**src/rtl/jpeg_row_packer.sv**
```systemverilog
// Packs a 1-pixel/cycle raster stream into 8-pixel rows (a..h) tagged with a row index within the block.
// Optional JPEG_LEVEL_SHIFT_EN: pixels are stored MSB-inverted (level shifted to two's complement).
module jpeg_row_packer #(
    parameter int PIX_W = 8,
    parameter int ROWS  = 8
) (
    input  logic                     clk,
    input  logic                     rst_n,
    input  logic [PIX_W-1:0]         pix_in,
    input  logic                     pix_valid,
    input  logic                     pix_sof,
    output logic                     pix_ready,
    output logic [PIX_W-1:0]         a,
    output logic [PIX_W-1:0]         b,
    output logic [PIX_W-1:0]         c,
    output logic [PIX_W-1:0]         d,
    output logic [PIX_W-1:0]         e,
    output logic [PIX_W-1:0]         f,
    output logic [PIX_W-1:0]         g,
    output logic [PIX_W-1:0]         h,
    output logic                     row_valid,
    input  logic                     row_ready,
    output logic [$clog2(ROWS)-1:0]  row_idx,
    output logic                     row_last,
    output logic                     sof_err
);

    localparam int IDX_W = $clog2(ROWS);
    localparam logic [2:0] LAST_COL = 3'd7;

    logic [2:0]       col_q, col_d;
    logic             asm_full_q, asm_full_d;
    logic             asm_sof_q, asm_sof_d;
    logic             row_valid_q, row_valid_d;
    logic [IDX_W-1:0] row_idx_q, row_idx_d;
    logic [IDX_W-1:0] cnt_q, cnt_d;
    logic             sof_err_q, sof_err_d;

    logic [PIX_W-1:0] asm_q [8];
    logic [PIX_W-1:0] out_q [8];
    logic [PIX_W-1:0] out_d [8];

    logic             accept;
    logic             out_free;
    logic             restart;
    logic             complete;
    logic             load_direct;
    logic             load_drain;
    logic             load;
    logic [2:0]       wr_col;
    logic [IDX_W-1:0] row_tag;
    logic [PIX_W-1:0] pix_st;

`ifdef JPEG_LEVEL_SHIFT_EN
    assign pix_st = {~pix_in[PIX_W-1], pix_in[PIX_W-2:0]};
`else
    assign pix_st = pix_in;
`endif

    assign accept      = pix_valid & ~asm_full_q;
    assign out_free    = ~row_valid_q | row_ready;
    // An sof in mid-row abandons the partial row and restarts at slot 0.
    assign restart     = accept & pix_sof & (col_q != 3'd0);
    assign complete    = accept & ~restart & (col_q == LAST_COL);
    assign load_direct = complete & out_free;
    assign load_drain  = asm_full_q & out_free;
    assign load        = load_direct | load_drain;
    assign wr_col      = pix_sof ? 3'd0 : col_q;
    assign row_tag     = asm_sof_q ? '0 : cnt_q;

    always_comb begin
        // NOTE: every next-state signal gets its hold value first so no path can infer a latch.
        col_d       = col_q;
        asm_full_d  = asm_full_q;
        asm_sof_d   = asm_sof_q;
        row_valid_d = row_valid_q;
        row_idx_d   = row_idx_q;
        cnt_d       = cnt_q;
        sof_err_d   = sof_err_q;
        for (int i = 0; i < 8; i++) out_d[i] = out_q[i];

        if (accept) begin
            col_d = pix_sof ? 3'd1 : col_q + 3'd1;
            if (pix_sof || col_q == 3'd0) asm_sof_d = pix_sof;
        end

        if (restart) sof_err_d = 1'b1;

        if (complete && !out_free) asm_full_d = 1'b1;
        else if (load_drain)       asm_full_d = 1'b0;

        // The eighth pixel bypasses the assembly register when the output slot can take it.
        if (load_direct) begin
            for (int i = 0; i < 7; i++) out_d[i] = asm_q[i];
            out_d[7] = pix_st;
        end else if (load_drain) begin
            for (int i = 0; i < 8; i++) out_d[i] = asm_q[i];
        end

        if (load) begin
            row_valid_d = 1'b1;
            row_idx_d   = row_tag;
            cnt_d       = row_tag + IDX_W'(1);
        end else if (row_ready) begin
            row_valid_d = 1'b0;
        end
    end

    // NOTE: the assembly buffer is pure datapath guarded by col/asm_full, so it carries no reset.
    always_ff @(posedge clk) begin
        if (accept) asm_q[wr_col] <= pix_st;
    end

    // NOTE: sequential state uses non-blocking assignments so all registers update together.
    always_ff @(posedge clk or negedge rst_n) begin
        if (!rst_n) begin
            col_q       <= '0;
            asm_full_q  <= 1'b0;
            asm_sof_q   <= 1'b0;
            row_valid_q <= 1'b0;
            row_idx_q   <= '0;
            cnt_q       <= '0;
            sof_err_q   <= 1'b0;
            for (int i = 0; i < 8; i++) out_q[i] <= '0;
        end else begin
            col_q       <= col_d;
            asm_full_q  <= asm_full_d;
            asm_sof_q   <= asm_sof_d;
            row_valid_q <= row_valid_d;
            row_idx_q   <= row_idx_d;
            cnt_q       <= cnt_d;
            sof_err_q   <= sof_err_d;
            for (int i = 0; i < 8; i++) out_q[i] <= out_d[i];
        end
    end

    assign pix_ready = ~asm_full_q;
    assign row_valid = row_valid_q;
    assign row_idx   = row_idx_q;
    assign row_last  = (row_idx_q == IDX_W'(ROWS - 1));
    assign sof_err   = sof_err_q;
    assign a = out_q[0];
    assign b = out_q[1];
    assign c = out_q[2];
    assign d = out_q[3];
    assign e = out_q[4];
    assign f = out_q[5];
    assign g = out_q[6];
    assign h = out_q[7];

endmodule
```
**config.mk**
```make
export PLATFORM = sky130hd
export DESIGN_NAME = jpeg_row_packer
export DESIGN_NICKNAME = d
export VERILOG_FILES = /design/src/rtl/jpeg_row_packer.sv
export SDC_FILE = /design/constraint.sdc
export NUM_CORES = 1
export LEC_CHECK = 0
export ABC_AREA = 1
export ABC_CLOCK_PERIOD_IN_PS = 1650
export BUFFER_PORTS_ARGS = -buffer_cell sky130_fd_sc_hd__buf_2
export CAP_MARGIN = 20
export CORE_ASPECT_RATIO = 2
export CORE_MARGIN = 2
export CORE_UTILIZATION = 50
export DETAILED_ROUTE_END_ITERATION = 10
export PLACE_DENSITY_LB_ADDON = 0.12
export RECOVER_POWER = 25
export REMOVE_ABC_BUFFERS = 1
export SYNTH_ARGS = -nofsm -noshare
export SYNTH_HDL_FRONTEND = slang
export SYNTH_SLANG_ARGS = --single-unit
```
**constraint.sdc**
```tcl
create_clock -name clk -period 1.65 [get_ports clk]
set_input_delay 0.0825 -clock clk [delete_from_list [all_inputs] [get_ports clk]]
set_output_delay 0.0825 -clock clk [all_outputs]
set_load 0.03 [all_outputs]
```
* After elaboration in Yosys (flattened, before gate mapping)
Memories as Yosys holds them, arrays and structs flattened. A register that Yosys moved wholly into a read port is not among the register bits.
Index checks and enable logic that the tools add are counted.
** Storage, ports and cells
- Bits in registers :: 69
- RAM bits :: 64
- Input port bits :: 13
- Logic and storage cells :: 52
- Memories kept :: 1
- Output and inout bits :: 71
** Operators by class
- Add/sub/neg operators :: 2
- Equality and inequality tests :: 2
- Bitwise logic cells :: 12
- Multiplexer cells :: 11
- Reductions and logical operators :: 10
** Memory list
- asm_q :: depth 8, bits a word 8, read ports 8, clocked after Yosys merged registers in 1, wr ports 1, line 39 : logic [PIX_W-1:0] asm_q [8];
** Operators by type and width (count)
- $mux W64 :: 2
- $mux W3 :: 3
- $and A1 B1 Y1 :: 7
- $add A3 B1 Y3 const B :: 2
- $eq A3 B3 Y1 const B :: 2
- $mux W1 :: 6
- $reduce_bool A2 Y1 :: 3
- $logic_not A3 Y1 :: 1
- $not A1 Y1 :: 3
- $reduce_bool A3 Y1 :: 1
- $logic_not A1 Y1 :: 2
- $or A1 B1 Y1 :: 2
- $reduce_and A2 Y1 :: 1
- $logic_and A1 B1 Y1 :: 1
- $logic_or A1 B1 Y1 :: 1

* Depth between registers and ports, before layout
- Depth in word-level cells :: 10
- Depth in mapped cells :: 9
- Gate-level depth less buffers :: 8

* Least setup slack after synthesis
OpenSTA, ideal clock, no wires.
- Path type :: register to register
- Start :: register asm_full_q
- End :: memory asm_q[5][0] (enable)
- Stages on the path, launching flop included :: 6
- Clock period less this slack :: 1.857 ns
- Data arrival time :: 1.487 ns
- Setup slack :: -0.207 ns
- Buffers on the path :: 0
- Required time :: 1.280 ns
- Library setup time :: 0.370 ns
- Path through :: dfrtp_1 > inv_2 > nand2_2 > nor2_2 > inv_1 > nor2_1
** Between the ends
- Word-level cells in the longest chain between the ends :: 4
** RTL lines
- start: declaration :: line 32 : logic asm_full_q, asm_full_d;
- start signal: assignment :: line 127 : asm_full_q <= asm_full_d;
- $not A1 Y1
- via pix_ready :: line 12 : output logic pix_ready,
- $and A1 B1 Y1 :: line 60 : assign accept = pix_valid & ~asm_full_q;
- $mux W1 :: line 111 : if (accept) asm_q[wr_col] <= pix_st;
- $mux W1 (implied by the code) :: line 111
- end: declaration :: line 39
The timed path passes the listed nets, and every way through them passes these cells.

* Final worst setup path
- Start :: register col_q[0]
- End :: register out_q (netlist bit h[5]), read port of asm_q
** Between the ends
- Word-level cells in the longest chain between the ends :: 7
- Elaborated cells between the ends (all ways) :: 8
- Those cells by class :: eq/ne: 1; bitwise: 5; reduce/logical: 2
** RTL lines
- start: declaration :: line 31 : logic [2:0] col_q, col_d;
- start signal: assignment :: line 126 : col_q <= col_d;
- $reduce_bool A3 Y1 :: line 63 : assign restart = accept & pix_sof & (col_q != 3'd0);
- $and A1 B1 Y1 :: line 63
- $not A1 Y1 :: line 64 : assign complete = accept & ~restart & (col_q == LAST_COL);
- $and A1 B1 Y1 :: line 64
- $and A1 B1 Y1 * :: line 64
- $and A1 B1 Y1 * :: line 65 : assign load_direct = complete & out_free;
- $reduce_bool A2 Y1 (no line) *
- end: declaration :: line 40 : logic [PIX_W-1:0] out_q [8];
Mark *: on every way between the ends. The rest lies on a longest branch, timed or not.
A chain may end at the register's enable or synchronous reset.

==> key figures <==
Run status
  • Status: completed

Yosys
  • Mux share of post-synthesis cell area: 0
  • Post-Synth Simple-Gate Area: 0.2178
  • Netlist Area Pre-Place: 0.005258 sq mm
  • Largest family of logic cells by synthesized area: simple AND/OR/NAND/NOR gates
  • Flop and latch count out of synthesis: 141
  • Gate count of the mapped netlist: 456
  • Post-synthesis sequential area ratio: 0.7320
  • Post-synthesis xor/xnor area fraction: 0.001666
  • Synth Area in Compound Gates: 0.006663
  • Synth warn: 0
  • Mapped Avg Cell Area: 11.53 sq um
  • Adder-cell share of the synthesized area: 0.009519
  • Yosys cell types: 21

Clock network
  • Clk Tree Root Cell: clkbuf_16
  • CTS sink count: 141
  • Worst-path clk slew: 60 ps
  • Clock Latency Late Sink: 410 ps
  • CTS tree: yes
  • H-tree levels: 4
  • Clock buffers created by TritonCTS: 17
  • Setup repair bufs after CTS: 0
  • Clock Tree Buf Depth: 2

Critical path
  • CP arrival: 1910 ps
  • Worst path cell trace: ha_1 > ha_1 > inv_1 > nor2_4 > nand3_4 > nand2_8 > clkbuf_16 > nand2_1 > nand2_1
  • Critical path peak fanout: 21
  • Buf/Inv on CP: 2
  • Worst Reg2Reg Path Length in Cells: 9
  • Worst setup EP type: register
  • Setup CP Type: register to register
  • CP startpoint: col_q[0]
  • Critical path depth: 9
  • Top delay family on crit path: simple AND/OR/NAND/NOR gates
  • R2r endpoint: h[5]
  • Startpoint Class: register
  • CP endpoint: h[5]
  • Max stage delay on crit path: 400 ps
  • Crit Reg-Reg Startpoint: col_q[0]
  • Flop2flop setup slack: 40 ps
  • Slowest cell on crit path: dfrtp_1
  • CP required: 1950 ps

Place
  • Place WS: 57.97 ps
  • RD Place Congestion: 0.8261
  • Hpwl dp: 6.787 mm
  • Post-DP Area: 0.005916 sq mm
  • IO Port Bufs: 83

Drt
  • Drt drc: 0
  • Starting DRT DRC Count: 220
  • Per-cell routed wire length: 15.87 microns
  • Initial DRT Pass Iterations: 4
  • Antenna-violating nets left: 0
  • Via count: 3564
  • Vias per std cell: 5.027
  • WL final: 11.25 mm

Timing
  • Hold Vio Cnt, Final: 0
  • Max Transition Viols Final: 0
  • Worst Max-Slew Pin Slew: 772.9 ps
  • Final setup violation count: 0
  • Tmin final: 1611 ps
  • Max frequency: 620.6 MHz
  • Final period util: 0.9766
  • RSZ-0062 raised after global routing: true
  • Slew headroom: 0.4847
  • Setup WS post-layout: 38.57 ps
  • Worst Clk Skew: 13.57 ps

Floorplanning
  • Initial Util: 0.5082
  • Total die area: 0.01140 sq mm
  • IO Count: 84
  • Die Wd: 76.51 microns
  • Die height: 149.0 microns
  • # rows: 53
  • Placeable core area: 0.01034 sq mm

Power
  • Switch Pwr: 3.396 mW
  • Combinational group share of total power: 0.219
  • Leakage: 3.280 nW
  • Int Power: 7.568 mW
  • Tot Pwr: 10.96 mW
  • Seq pwr share: 0.419
  • Clk network pwr share: 0.362
  • Sw frac: 0.3098
  • Max VDD drop: 1.114 mV
  • Power per Cell Area: 1651 mW/mm^2

Run
  • Max-Cap Viols: 0

Global route
  • Initial antenna violation count: 0
  • Gr ovfl total: 0
  • First-pass GRT wire length: 18.12 mm
  • Vias in the first global route: 3574
  • Largest net degree at the start of global routing: 71
  • All-Layer GR Usage: 0.2118

Min path
  • HP Class: primary input to register
  • Worst hold path stage count: 3

Finish
  • Area growth from synthesis to layout: 26.32%
  • Commonest non-fill, non-tap cell in the layout: nand2_1
  • Nets: 576
  • Commonest non-fill, non-tap cells in the layout: 165 x nand2_1, 83 x nand3_1, 77 x dfrtp_1
  • Share of layout cells above drive strength 1: 0.2395
  • ANT cells: 0
  • Finished layout cell area: 0.006641 sq mm
-- through the flow --
stage	instances	hold slack [ps]	setup TNS, ps	util
4_1_cts	708	12.91	0	0.6347
6_report	709	38.05	0	0.6420
3_5_place_dp	674	41.93	0	0.5718
5_1_grt	709	63.38	-1667	0.6420
2_1_floorplan	435	-213.1	-103780	-
3_3_place_gp	674	48.61	0	0.5718
-- worst register-to-register path, delay by kind of cell (launching register included) --
kind	cells	cell delay (ps)
DFF	1	400
buffers and inverters	2	320
and+or+nand+nor	5	410
adders and majority gates	2	390
-- registers in the layout, summed over array words and instances, names as in the netlist --
register    cells
sof_err         1
h               8
asm_q          64
e               8
col_q           3
asm_full_q      1
row_idx         3
c               8
g               8
cnt_q           3
f               8
a               8
asm_sof_q       1
b               8
d               8
row_valid       1
-- cells by family (layout without fill, tap and decap cells) --
kind of cell               after synthesis  after routing
and+or+nand+nor                        267            267
DFF                                    141            141
buffers and inverters                   36            152
AOI/OAI and AO/OA                        7              7
adders and majority gates                4              4
xor gates and xnor gates                 1              1
-- cell usage after synthesis --
library cell	count	area, sq um
nand2_1	166	623.1
nand3_1	84	420.4
dfrtp_1	77	1927
edfxtp_1	64	1922
inv_1	12	45.04
buf_2	7	35.03
buf_4	7	52.55
clkbuf_1	7	26.28
nor2_1	7	26.28
o21ai_0	6	30.03
ha_1	4	50.05
inv_2	3	11.26
nor2_2	3	18.77
nand2_2	2	12.51
a21oi_1	1	5.000
and3_1	1	6.260
nand2_4	1	11.26
nand3_2	1	10.01
nor2_4	1	11.26
nor3_1	1	5.000
xnor2_1	1	8.760
-- layout make-up --
cell class	instances	area, sq um
Clock buffer	23	499.2
Clock inverter	9	131.4
Fill cell	853	3704
Inverter	15	56.30
Multi-Input combinational cell	279	1272
Sequential cell	141	3849
Tap cell	137	171.4
Timing Repair Buffer	105	661.9
-- worst min-delay path by stage --
stage / startpoint / endpoint / slack (ps)
floorplan: rst_n / a[0] / -210
global placement: rst_n / a[3] / 50
detailed placement: rst_n / a[3] / 40
CTS: pix_sof / asm_sof_q / 10
global route: pix_sof / asm_sof_q / 60
finish: pix_sof / asm_sof_q / 40
-- routing by layer --
metal | track usage | up-vias | share of wire
li1 | - | 1723 | -
met1 | 0.2492 | 1716 | 0.41
met2 | 0.3611 | 114 | 0.52
met3 | 0.06961 | 11 | 0.057
met4 | 0.08000 | 0 | 0.0096
met5 | 0 | - | 0
-- power by group through the flow --
| stage | sequential (mW) | combinational (mW) | clock, mW |
|---|---|---|---|
| 4_1_cts | 4.60 | 2.43 | 4.04 |
| 6_report | 4.59 | 2.40 | 3.97 |
| 2_1_floorplan | 5.68 | 0.550 | 0 |
| 5_1_grt | 4.67 | 2.61 | 4.19 |
| 3_3_place_gp | 4.64 | 2.38 | 0 |
| 3_5_place_dp | 4.66 | 2.41 | 0 |
-- timing repair --
item / in CTS / in global routing
endpoints found under the hold margin: 62 / 0
resized for setup: 0 / 13
hold buffers: 2 / 0
endpoints found under the setup margin: 0 / 69
No activity file was read; power rests on OpenSTA's default activity.
